### config.mk
export PLATFORM = sky130hd
export DESIGN_NAME = serial_rx
export DESIGN_NICKNAME = d
export VERILOG_FILES = /design/src/rtl/serial_rx_pkg.sv /design/src/rtl/serial_rx_fifo.sv /design/src/rtl/serial_rx.sv
export SDC_FILE = /design/constraint.sdc
export NUM_CORES = 1
export LEC_CHECK = 0
export ABC_AREA = 1
export CAP_MARGIN = 20
export CORE_MARGIN = 8
export CORE_UTILIZATION = 35
export DETAILED_ROUTE_END_ITERATION = 7
export HOLD_SLACK_MARGIN = 0.05
export PLACE_DENSITY_LB_ADDON = 0.12
export SLEW_MARGIN = 25
export SYNTH_ARGS = -nofsm -noshare
export SYNTH_HDL_FRONTEND = slang
export SYNTH_SLANG_ARGS = --single-unit
### constraint.sdc
create_clock -name clk -period 1.66 [get_ports clk]
set_input_delay 0.498 -clock clk [delete_from_list [all_inputs] [get_ports clk]]
set_output_delay 0.498 -clock clk [all_outputs]
set_load 0.005 [all_outputs]
### src/rtl/serial_rx_pkg.sv
// Shared types and frame constants for the serial receiver.
// Contents: FSM state enum, start/stop bit levels, counter width helper.
// Optional feature macro: SERIAL_RX_PARITY_EN enables the odd-parity check.
package serial_rx_pkg;

   typedef enum logic [1:0] {
      ST_IDLE   = 2'd0,
      ST_DATA   = 2'd1,
      ST_PARITY = 2'd2,
      ST_STOP   = 2'd3
   } state_e;

   localparam logic START_BIT = 1'b0;
   localparam logic STOP_BIT  = 1'b1;

   // Bit counter width able to hold 0 .. n-1.
   function automatic int unsigned cnt_width(input int unsigned n);
      return (n < 2) ? 1 : $clog2(n);
   endfunction

endpackage

### src/rtl/serial_rx_fifo.sv
// Receive FIFO for serial_rx: wrapped pointers with an extra bit for full/empty.
// Ports:
//   clk, rst       system clock, async active-high reset
//   i_wr           write request (a received good frame)
//   i_wr_data      frame payload
//   o_rd_data      head entry, 0 while empty
//   o_valid        FIFO non-empty
//   i_ready        consumer accepts head
//   o_overflow     one-cycle pulse when a write is dropped on a full FIFO
module serial_rx_fifo #(
   parameter int unsigned DATA_LEN   = 8,
   parameter int unsigned FIFO_DEPTH = 8
) (
   input  logic                clk,
   input  logic                rst,
   input  logic                i_wr,
   input  logic [DATA_LEN-1:0] i_wr_data,
   output logic [DATA_LEN-1:0] o_rd_data,
   output logic                o_valid,
   input  logic                i_ready,
   output logic                o_overflow
);

   localparam int unsigned AW = $clog2(FIFO_DEPTH);

   logic [DATA_LEN-1:0] r_mem [FIFO_DEPTH];
   logic [AW:0]         r_wr_ptr;
   logic [AW:0]         r_rd_ptr;
   logic                r_overflow;
   logic                w_empty;
   logic                w_full;
   logic                w_pop;
   logic                w_push;

   assign w_empty = (r_wr_ptr == r_rd_ptr);
   assign w_full  = (r_wr_ptr[AW] != r_rd_ptr[AW]) &&
                    (r_wr_ptr[AW-1:0] == r_rd_ptr[AW-1:0]);
   assign w_pop   = !w_empty && i_ready;
   // A write into a full FIFO is fine when the head leaves in the same cycle.
   assign w_push  = i_wr && (!w_full || w_pop);

   // Pointer and overflow update.
   always_ff @(posedge clk or posedge rst) begin
      if (rst) begin
         r_wr_ptr   <= '0;
         r_rd_ptr   <= '0;
         r_overflow <= 1'b0;
      end else begin
         if (w_push) r_wr_ptr <= r_wr_ptr + (AW+1)'(1);
         if (w_pop)  r_rd_ptr <= r_rd_ptr + (AW+1)'(1);
         r_overflow <= i_wr && !w_push;
      end
   end

   // Storage; contents are never visible while empty, so no reset is needed.
   always_ff @(posedge clk) begin
      if (w_push) r_mem[r_wr_ptr[AW-1:0]] <= i_wr_data;
   end

   assign o_valid    = !w_empty;
   assign o_rd_data  = w_empty ? '0 : r_mem[r_rd_ptr[AW-1:0]];
   assign o_overflow = r_overflow;

endmodule

### src/rtl/serial_rx.sv
// Serial frame receiver: synchronizes an external serial clock/data pair,
// deframes start/data(LSB first)/parity/stop on serial-clock falling edges
// and queues good frames in a FIFO.
// Ports:
//   clk, rst              system clock, async active-high reset
//   ser_clk, ser_data     external serial clock and data (asynchronous)
//   out_data, out_valid   FIFO head and non-empty flag
//   out_ready             consumer accepts head
//   overflow              one-cycle pulse, good frame dropped on full FIFO
//   frame_err             one-cycle pulse, bad stop or parity
// Optional feature macro: SERIAL_RX_PARITY_EN (odd parity checked when defined,
// otherwise the parity bit is sampled and ignored). DATA_LEN must be >= 2.
module serial_rx
   import serial_rx_pkg::*;
#(
   parameter int unsigned DATA_LEN   = 8,
   parameter int unsigned FIFO_DEPTH = 8
) (
   input  logic                clk,
   input  logic                rst,
   input  logic                ser_clk,
   input  logic                ser_data,
   output logic [DATA_LEN-1:0] out_data,
   output logic                out_valid,
   input  logic                out_ready,
   output logic                overflow,
   output logic                frame_err
);

   localparam int unsigned CNT_W = cnt_width(DATA_LEN);

   logic                r_sclk_s1, r_sclk_s2, r_sclk_prev;
   logic                r_sdat_s1, r_sdat_s2;
   logic                w_fall;
   logic                w_bit;

   state_e              r_state, w_state_nxt;
   logic [CNT_W-1:0]    r_cnt, w_cnt_nxt;
   logic [DATA_LEN-1:0] r_shift, w_shift_nxt;
   logic                r_good, w_good_nxt;
   logic                r_bad, w_bad_nxt;
   logic                w_par_ok;

   // Two-flop synchronizers plus previous-value flop for edge detection.
   always_ff @(posedge clk or posedge rst) begin
      if (rst) begin
         r_sclk_s1   <= 1'b1;
         r_sclk_s2   <= 1'b1;
         r_sclk_prev <= 1'b1;
         r_sdat_s1   <= 1'b1;
         r_sdat_s2   <= 1'b1;
      end else begin
         r_sclk_s1   <= ser_clk;
         r_sclk_s2   <= r_sclk_s1;
         r_sclk_prev <= r_sclk_s2;
         r_sdat_s1   <= ser_data;
         r_sdat_s2   <= r_sdat_s1;
      end
   end

   assign w_fall = !r_sclk_s2 && r_sclk_prev;
   assign w_bit  = r_sdat_s2;

`ifdef SERIAL_RX_PARITY_EN
   logic r_parity, w_parity_nxt;

   // Odd parity: data bits plus parity bit carry an odd number of ones.
   assign w_par_ok = (^r_shift) ^ r_parity;

   always_ff @(posedge clk or posedge rst) begin
      if (rst) r_parity <= 1'b0;
      else     r_parity <= w_parity_nxt;
   end

   always_comb begin
      w_parity_nxt = r_parity;
      if (w_fall && (r_state == ST_PARITY)) w_parity_nxt = w_bit;
   end
`else
   assign w_par_ok = 1'b1;
`endif

   // Deframer state register; good/bad strobes land one cycle after the stop sample.
   always_ff @(posedge clk or posedge rst) begin
      if (rst) begin
         r_state <= ST_IDLE;
         r_cnt   <= '0;
         r_shift <= '0;
         r_good  <= 1'b0;
         r_bad   <= 1'b0;
      end else begin
         r_state <= w_state_nxt;
         r_cnt   <= w_cnt_nxt;
         r_shift <= w_shift_nxt;
         r_good  <= w_good_nxt;
         r_bad   <= w_bad_nxt;
      end
   end

   // Next-state logic; advances only on a detected serial-clock fall.
   always_comb begin
      w_state_nxt = r_state;
      w_cnt_nxt   = r_cnt;
      w_shift_nxt = r_shift;
      w_good_nxt  = 1'b0;
      w_bad_nxt   = 1'b0;
      if (w_fall) begin
         case (r_state)
            ST_IDLE: begin
               if (w_bit == START_BIT) begin
                  w_state_nxt = ST_DATA;
                  w_cnt_nxt   = '0;
               end
            end
            ST_DATA: begin
               w_shift_nxt = {w_bit, r_shift[DATA_LEN-1:1]};
               if (r_cnt == CNT_W'(DATA_LEN - 1)) w_state_nxt = ST_PARITY;
               else                               w_cnt_nxt   = r_cnt + CNT_W'(1);
            end
            ST_PARITY: begin
               w_state_nxt = ST_STOP;
            end
            ST_STOP: begin
               if ((w_bit == STOP_BIT) && w_par_ok) w_good_nxt = 1'b1;
               else                                 w_bad_nxt  = 1'b1;
               w_state_nxt = ST_IDLE;
            end
            default: w_state_nxt = ST_IDLE;
         endcase
      end
   end

   assign frame_err = r_bad;

   serial_rx_fifo #(
      .DATA_LEN   (DATA_LEN),
      .FIFO_DEPTH (FIFO_DEPTH)
   ) u_fifo (
      .clk        (clk),
      .rst        (rst),
      .i_wr       (r_good),
      .i_wr_data  (r_shift),
      .o_rd_data  (out_data),
      .o_valid    (out_valid),
      .i_ready    (out_ready),
      .o_overflow (overflow)
   );

endmodule

==> metrics.md, run 1 <==
| Metric | Value |
|---|---|
| CP endpoint kind | `output pin` |
| Critical Path AT | `approximately 1.7 ns` |
| Grt met2 use | `between 10% and 20%` |
| Vias post-DR | `2600` |
| Final setup fails | `between 70 and 80` |
| Synth Instances | `335` |
| Number of global-route vias before repair | `between 2000 and 3000` |
| Worst setup margin | `-0.578 ns` |
| Full die area | `roughly 0.015 mm²` |
| Register area share after synthesis | `between 60% and 70%` |
| Commonest non-fill, non-tap cell in the layout | `edfxtp_1` |
| RSZ-0062 raised after global routing | `yes` |
| DRC | `0` |
| Post-synth EDFFs | `64` |
| Synth unique cells | `31` |
| Core Region | `0.0109 mm²` |
| Peak supply drop | `~0.73 mV` |
| CTS root buf | `clkbuf_8` |
| Top FF cell, synth | `edfxtp_1` |
| Clk_lat worst skew | `roughly 0.36 ns` |
| Slew Viols, Final | `0` |
| DP Cell Count | `514` |
| Failing checks | `negative setup slack` |
| Hold WS | `~0.36 ns` |
| Yosys reg bits | `93` |
| GPL Wtd Cong | `about 0.76` |
| Port bufs | `15` |
| Total track usage | `between 10 and 15%` |
| Drt via density | `between 4 and 5` |
| Total wire length | `8610 µm` |
| Die X-Extent | `about 120 µm` |
| CP peak stage delay | `approximately 0.43 ns` |
| Longest Clk Path Bufs | `2` |
| Post-synth ARST share | `31.2%` |
| Most frequent cells in the layout | `edfxtp_1, nor2_1, nand2_1` |
| GR Layer Usage met1 | `roughly 16%` |
| Cell Chain, Critical Path | `buf_6, buf_12, nor2_2, nor2_1, o21ai_0, o21ai_1, o21ai_2, nor2_1, buf_2` |
| CTS buffer count | `9` |
| Leakage | `2.05 nW` |
| Final Hold Viols | `0` |
| Diodes inserted | `0` |
| Largest net degree at the start of global routing | `30` |
| Synth-to-Final Area Change | `31.9%` |
| Critical path type | `flip-flop to output pin` |
| Max Freq | `~0.45 GHz` |
| Data required time of the worst path | `around 1.2 ns` |
| CTS sink count | `93` |
| Worst reg2reg setup slack | `-0.33 ns` |
| Mapped Area | `~0.0039 mm²` |
| Die Height | `about 120 µm` |
| Depth of the CTS H-tree | `3` |
| Most Crowded Layer GR | `met2` |
| Clk slew on worst S/H paths | `about 0.08 ns` |
| Tcrit/Tclk final | `135%` |
| Routed Antenna Nets | `0` |
| Core Rows | `38` |
| Tightest Pin Transition | `approximately 0.48 ns` |
| Slowest cell on crit path | `dfrtp_1` |
| IO Pins | `16` |
| Hold Buf Count CTS | `0` |
| CTS tree | `built` |
| Status | `finished, violations left` |
| Detailed placement HPWL | `5670 µm` |
| Initial core utilization | `between 30% and 40%` |
| Max Cap Violations | `0` |
| First-pass GRT wire length | `14100 µm` |
| CP Max Fanout | `15` |
| Non-Filler Instances | `between 500 and 600` |
| Final #Nets | `413` |
| Share of cells above drive strength 1 | `33.3%` |
| Layout fillers | `about 1000` |
| Clk_skew | `roughly 0.0086 ns` |
| Initial DRC count | `190` |
| Final setup TNS | `-24.43 ns` |
| Relative slew slack | `around two thirds` |
| Total chip power | `approximately 0.0086 W` |
| Initial antenna violation count | `0` |
| Drt wl/cell | `about 16 µm` |
| Cell mode on critical path | `nor2_1` |
| CP Launch Type | `flip-flop` |
| Post-layout minimum cycle time | `between 2 and 2.5 ns` |
| Syn_nets | `348` |
| Met3 GRT Util | `between 2 and 3%` |
| Grt ovf | `0` |
| Hold crit path type | `flip-flop to flip-flop` |
| Drt pass-1 iters | `4` |
| PwrDens | `roughly 1700 mW/mm²` |
| Syn_area_per_cell | `approximately 12 µm²` |
| Yosys warning total | `0` |
area by class of cell:
| type | count | area [µm²] | share of cell area [%] |
|---|---|---|---|
| clock buffer | 12 | 135 | 2.61 |
| multi-input combinational | 209 | 1310 | 25.3 |
| sequential | 93 | 2650 | 51.3 |
| clock inverter | 4 | 72.6 | 1.40 |
| timing repair buffer | 66 | 739 | 14.3 |
| inverter | 21 | 83.8 | 1.62 |
| tap | 140 | 175 | 3.39 |
cell families (layout without fill, tap and decap cells):
group	count (synthesis)	in the layout	synth area share, %
XOR/XNOR	5	5	1.50
flip-flops	93	93	67.7
AND/OR/NAND/NOR	123	124	13.5
buffers and inverters	34	103	4.05
adder cells (fa/ha/maj)	8	8	2.55
AO/OA/AOI/OAI	65	65	8.62
multiplexers	7	7	2.01
cell usage after synthesis, types with 2 or more instances:
| library cell | instances | area [µm²] |
|---|---|---|
| nor3_1 | 4 | 20.0 |
| o21ai_0 | 48 | 240 |
| a21oi_1 | 2 | 10.0 |
| buf_2 | 8 | 40.0 |
| inv_2 | 3 | 11.3 |
| edfxtp_1 | 64 | 1920 |
| mux2_2 | 7 | 78.8 |
| ha_1 | 8 | 100 |
| nor2_1 | 67 | 251 |
| dfstp_2 | 5 | 131 |
| dfrtp_1 | 24 | 601 |
| o22ai_1 | 8 | 50.1 |
| nand2_1 | 33 | 124 |
| nand2_2 | 5 | 31.3 |
| xnor2_1 | 2 | 17.5 |
| o21ai_1 | 6 | 30.0 |
| inv_1 | 17 | 63.8 |
| buf_6 | 2 | 22.5 |
| nand3_1 | 10 | 50.1 |
path summary, 6_finish.rpt:
| kind | from | endpoint | cells past startpoint |
|---|---|---|---|
| setup / recovery | u_fifo.r_rd_ptr[0] | out_data[4] | 9 |
| hold / removal | r_sdat_s1 | r_sdat_s2 | 0 |
| setup reg to reg | u_fifo.r_rd_ptr[0] | u_fifo.r_mem[5][1] | 13 |
| hold reg to reg | r_sdat_s1 | r_sdat_s2 | 0 |
| max in group asynchronous | rst | r_sclk_s2 | 3 |
| min in group asynchronous | rst | u_fifo.r_rd_ptr[1] | 3 |
layer usage:
metal  routed length, µm  up-vias
met5                   0        -
met4                  78        0
met3                 332        7
met2                4260       29
met1                3950     1278
li1                    -     1286
worst max-delay path, delay by kind of cell, from the launching register on:
family | cells | cell delay (ns)
buffers and inverters | 3 | 0.41
and+or+nand+nor | 3 | 0.20
AOI/OAI and AO/OA | 3 | 0.33
DFF | 1 | 0.43
state kept, by name, indices dropped and copies added, names as in the netlist, 2 cells and up:
register,count
u_fifo.r_rd_ptr,4
r_shift,8
u_fifo.r_mem,64
r_cnt,3
u_fifo.r_wr_ptr,4
r_state,2
what timing repair did:
action / CTS / global route
pin swaps: 25 / 19
endpoints found under the setup margin: 43 / 82
setup buffers: 12 / 2
gates cloned: 3 / 0
gates resized for setup: 100 / 31
per-stage QoR:
stage | utilization, % | cell area, µm² | setup WS [ns]
2_1_floorplan | - | 3930 | -0.0848
3_3_place_gp | 41.8 | 4550 | -0.610
3_5_place_dp | 41.8 | 4550 | -0.645
4_1_cts | 46.3 | 5050 | -0.613
5_1_grt | 47.5 | 5170 | -0.680
6_report | 47.5 | 5170 | -0.578
report_power, final:
| part | internal, W | switching [W] |
|---|---|---|
| logic | 0.00186 | 0.00202 |
| registers | 0.00284 | 0.000307 |
| clock network | 0.000849 | 0.000757 |
Note: power is estimated with default switching activity, not from simulation.
==> run 2, diff against run 1 <==
--- a/config.mk
+++ b/config.mk
@@ -7,9 +7,11 @@
 export LEC_CHECK = 0
 export ABC_AREA = 1
 export CAP_MARGIN = 20
+export CORE_ASPECT_RATIO = 1.25
 export CORE_MARGIN = 8
 export CORE_UTILIZATION = 35
 export DETAILED_ROUTE_END_ITERATION = 7
+export GPL_ROUTABILITY_DRIVEN = 0
 export HOLD_SLACK_MARGIN = 0.05
 export PLACE_DENSITY_LB_ADDON = 0.12
 export SLEW_MARGIN = 25
==> run 2 against run 1 <==
Net effect:
- the run still ends with negative setup slack left
- non-clock buffer count increased by 4
- first-iteration DRC count is 30% lower
- flip-flop and latch count unchanged
- wire length grew 0.64%
- global-route usage is 0.23 points lower
- via count down 0.92%
- fmax is 0.34% higher
- core utilization is 0.52 points lower
- total power up 4.8%
- sequential power up 1%
==> metrics.md, run 2 (synthesis results as in run 1) <==
| Metric | Value |
|---|---|
| Final Hold Viols | `0` |
| Critical Path AT | `1.73 ns` |
| Core Region | `roughly 0.011 mm²` |
| Synth-to-Final Area Change | `32.2%` |
| Share of cells above drive strength 1 | `around a third` |
| Final setup TNS | `-6.21 ns` |
| Total chip power | `0.00905 W` |
| Detailed placement HPWL | `5860 µm` |
| Relative slew slack | `between 70% and 80%` |
| Non-Filler Instances | `~540` |
| Max Cap Violations | `0` |
| Depth of the CTS H-tree | `3` |
| Worst reg2reg setup slack | `-0.07 ns` |
| Worst setup margin | `-0.570 ns` |
| Initial antenna violation count | `0` |
| Commonest non-fill, non-tap cell in the layout | `edfxtp_1` |
| Number of global-route vias before repair | `between 2000 and 3000` |
| Initial DRC count | `~130` |
| GR Layer Usage met1 | `14.9%` |
| Failing checks | `negative setup slack` |
| CP Max Fanout | `6` |
| Tightest Pin Transition | `around 0.4 ns` |
| CP Launch Type | `flip-flop` |
| Clk slew on worst S/H paths | `0.06 ns` |
| CP endpoint kind | `output pin` |
| Routed Antenna Nets | `0` |
| Largest net degree at the start of global routing | `30` |
| Leakage | `around 2.1 nW` |
| Core Util, Final | `47.0%` |
| Diodes inserted | `0` |
| Port bufs | `15` |
| Total track usage | `roughly 12%` |
| Status | `finished, violations left` |
| Post-layout minimum cycle time | `around 2.2 ns` |
| Total wire length | `8670 µm` |
| Grt met2 use | `approximately a fifth` |
| DP Cell Count | `between 500 and 600` |
| Peak supply drop | `roughly 0.8 mV` |
| Layout fillers | `995` |
| Slew Viols, Final | `0` |
| Vias post-DR | `around 2600` |
| PwrDens | `1750 mW/mm²` |
| DRC | `0` |
| Final #Nets | `around 420` |
| Most frequent cells in the layout | `edfxtp_1, nor2_1, buf_4` |
| CTS root buf | `clkbuf_16` |
| Final setup fails | `54` |
| Met3 GRT Util | `approximately 2.6%` |
| First-pass GRT wire length | `14500 µm` |
| Drt pass-1 iters | `5` |
| Tcrit/Tclk final | `134%` |
| IO Pins | `16` |
| RSZ-0062 raised after global routing | `yes` |
| Core Rows | `between 40 and 50` |
| Number of flip-flops in the largest register | `between 60 and 70` |
| Clk_lat worst skew | `approximately 0.33 ns` |
| Hold WS | `around 0.36 ns` |
| Hold crit path type | `flip-flop to flip-flop` |
| Die X-Extent | `about 110 µm` |
| Die Height | `approximately 130 µm` |
| Critical path type | `flip-flop to output pin` |
| Drt wl/cell | `around 16 µm` |
| Clk_skew | `0.00541 ns` |
| Grt ovf | `0` |
| Most Crowded Layer GR | `met2` |
| Initial core utilization | `around 36%` |
| Data required time of the worst path | `~1.2 ns` |
| CTS sink count | `just over 90` |
| CTS tree | `built` |
| CTS buffer count | `9` |
| Full die area | `0.0149 mm²` |
| Max Freq | `about 0.45 GHz` |
| Longest Clk Path Bufs | `2` |
| Drt via density | `between 4 and 5` |
-- run 2: cell count changes in the layout (fill, tap and decap cells not counted), moves of 5 or more --
cell,change
buf_4,+10
clkbuf_16,+9
clkbuf_8,-9
nand2_1,+6
buf_12,-5
buf_6,-5
o21ai_0,+5
o21ai_2,-5
-- run 2: cell type report --
class | instances | area [µm²] | area share [%]
well taps | 135 | 169 | 3.26
flip-flops and latches | 93 | 2660 | 51.3
clock buffers | 10 | 229 | 4.42
inverters | 21 | 86.3 | 1.67
clock inverters | 6 | 86.3 | 1.67
repair buffers | 70 | 737 | 14.2
multi-input cells | 208 | 1220 | 23.5
-- run 2: through the flow --
stage	cell area, µm²	setup WS, ns
4_1_cts	5140	-0.640
2_1_floorplan	3930	-0.0848
3_3_place_gp	4600	-0.613
6_report	5180	-0.570
3_5_place_dp	4600	-0.620
5_1_grt	5180	-0.672
-- run 2: where the power goes --
part | internal, W | total, W | switching [W]
clock | 0.00132 | 0.00217 | 0.000851
combinational | 0.00183 | 0.00369 | 0.00186
sequential | 0.00285 | 0.00319 | 0.000346
-- run 2: critical path, stage by stage (launching register included) --
cell and delay [ns]:
dfrtp_2 0.47, buf_8 0.17, buf_12 0.13, nor2_4 0.06
nor2_1 0.04, o21ai_1 0.07, o21ai_1 0.10, o21ai_1 0.17
nor2_1 0.06, buf_2 0.13
-- run 2: path summary, 6_finish.rpt --
check | end | depth (start not counted) | from
max | out_data[5] | 9 | u_fifo.r_rd_ptr[0]
max reg2reg | u_fifo.r_mem[7][0] | 10 | u_fifo.r_rd_ptr[0]
min in group asynchronous | r_cnt[1] | 3 | rst
min | r_sclk_s2 | 0 | r_sclk_s1
max in group asynchronous | r_sdat_s2 | 3 | rst
min reg2reg | r_sclk_s2 | 0 | r_sclk_s1
-- run 2: metal layers --
layer | wire (µm) | share of wire, %
met1 | 3770 | 43
met2 | 4450 | 51
met3 | 367 | 4.2
met4 | 89 | 1.0
met5 | 0 | 0
-- run 2: what timing repair did --
action | CTS | global route
gates cloned | 4 | 0
endpoints found under the setup margin | 25 | 74
setup buffers | 7 | 1
gates resized for setup | 84 | 19
pin swaps | 29 | 16
hold buffers | 0 | 0
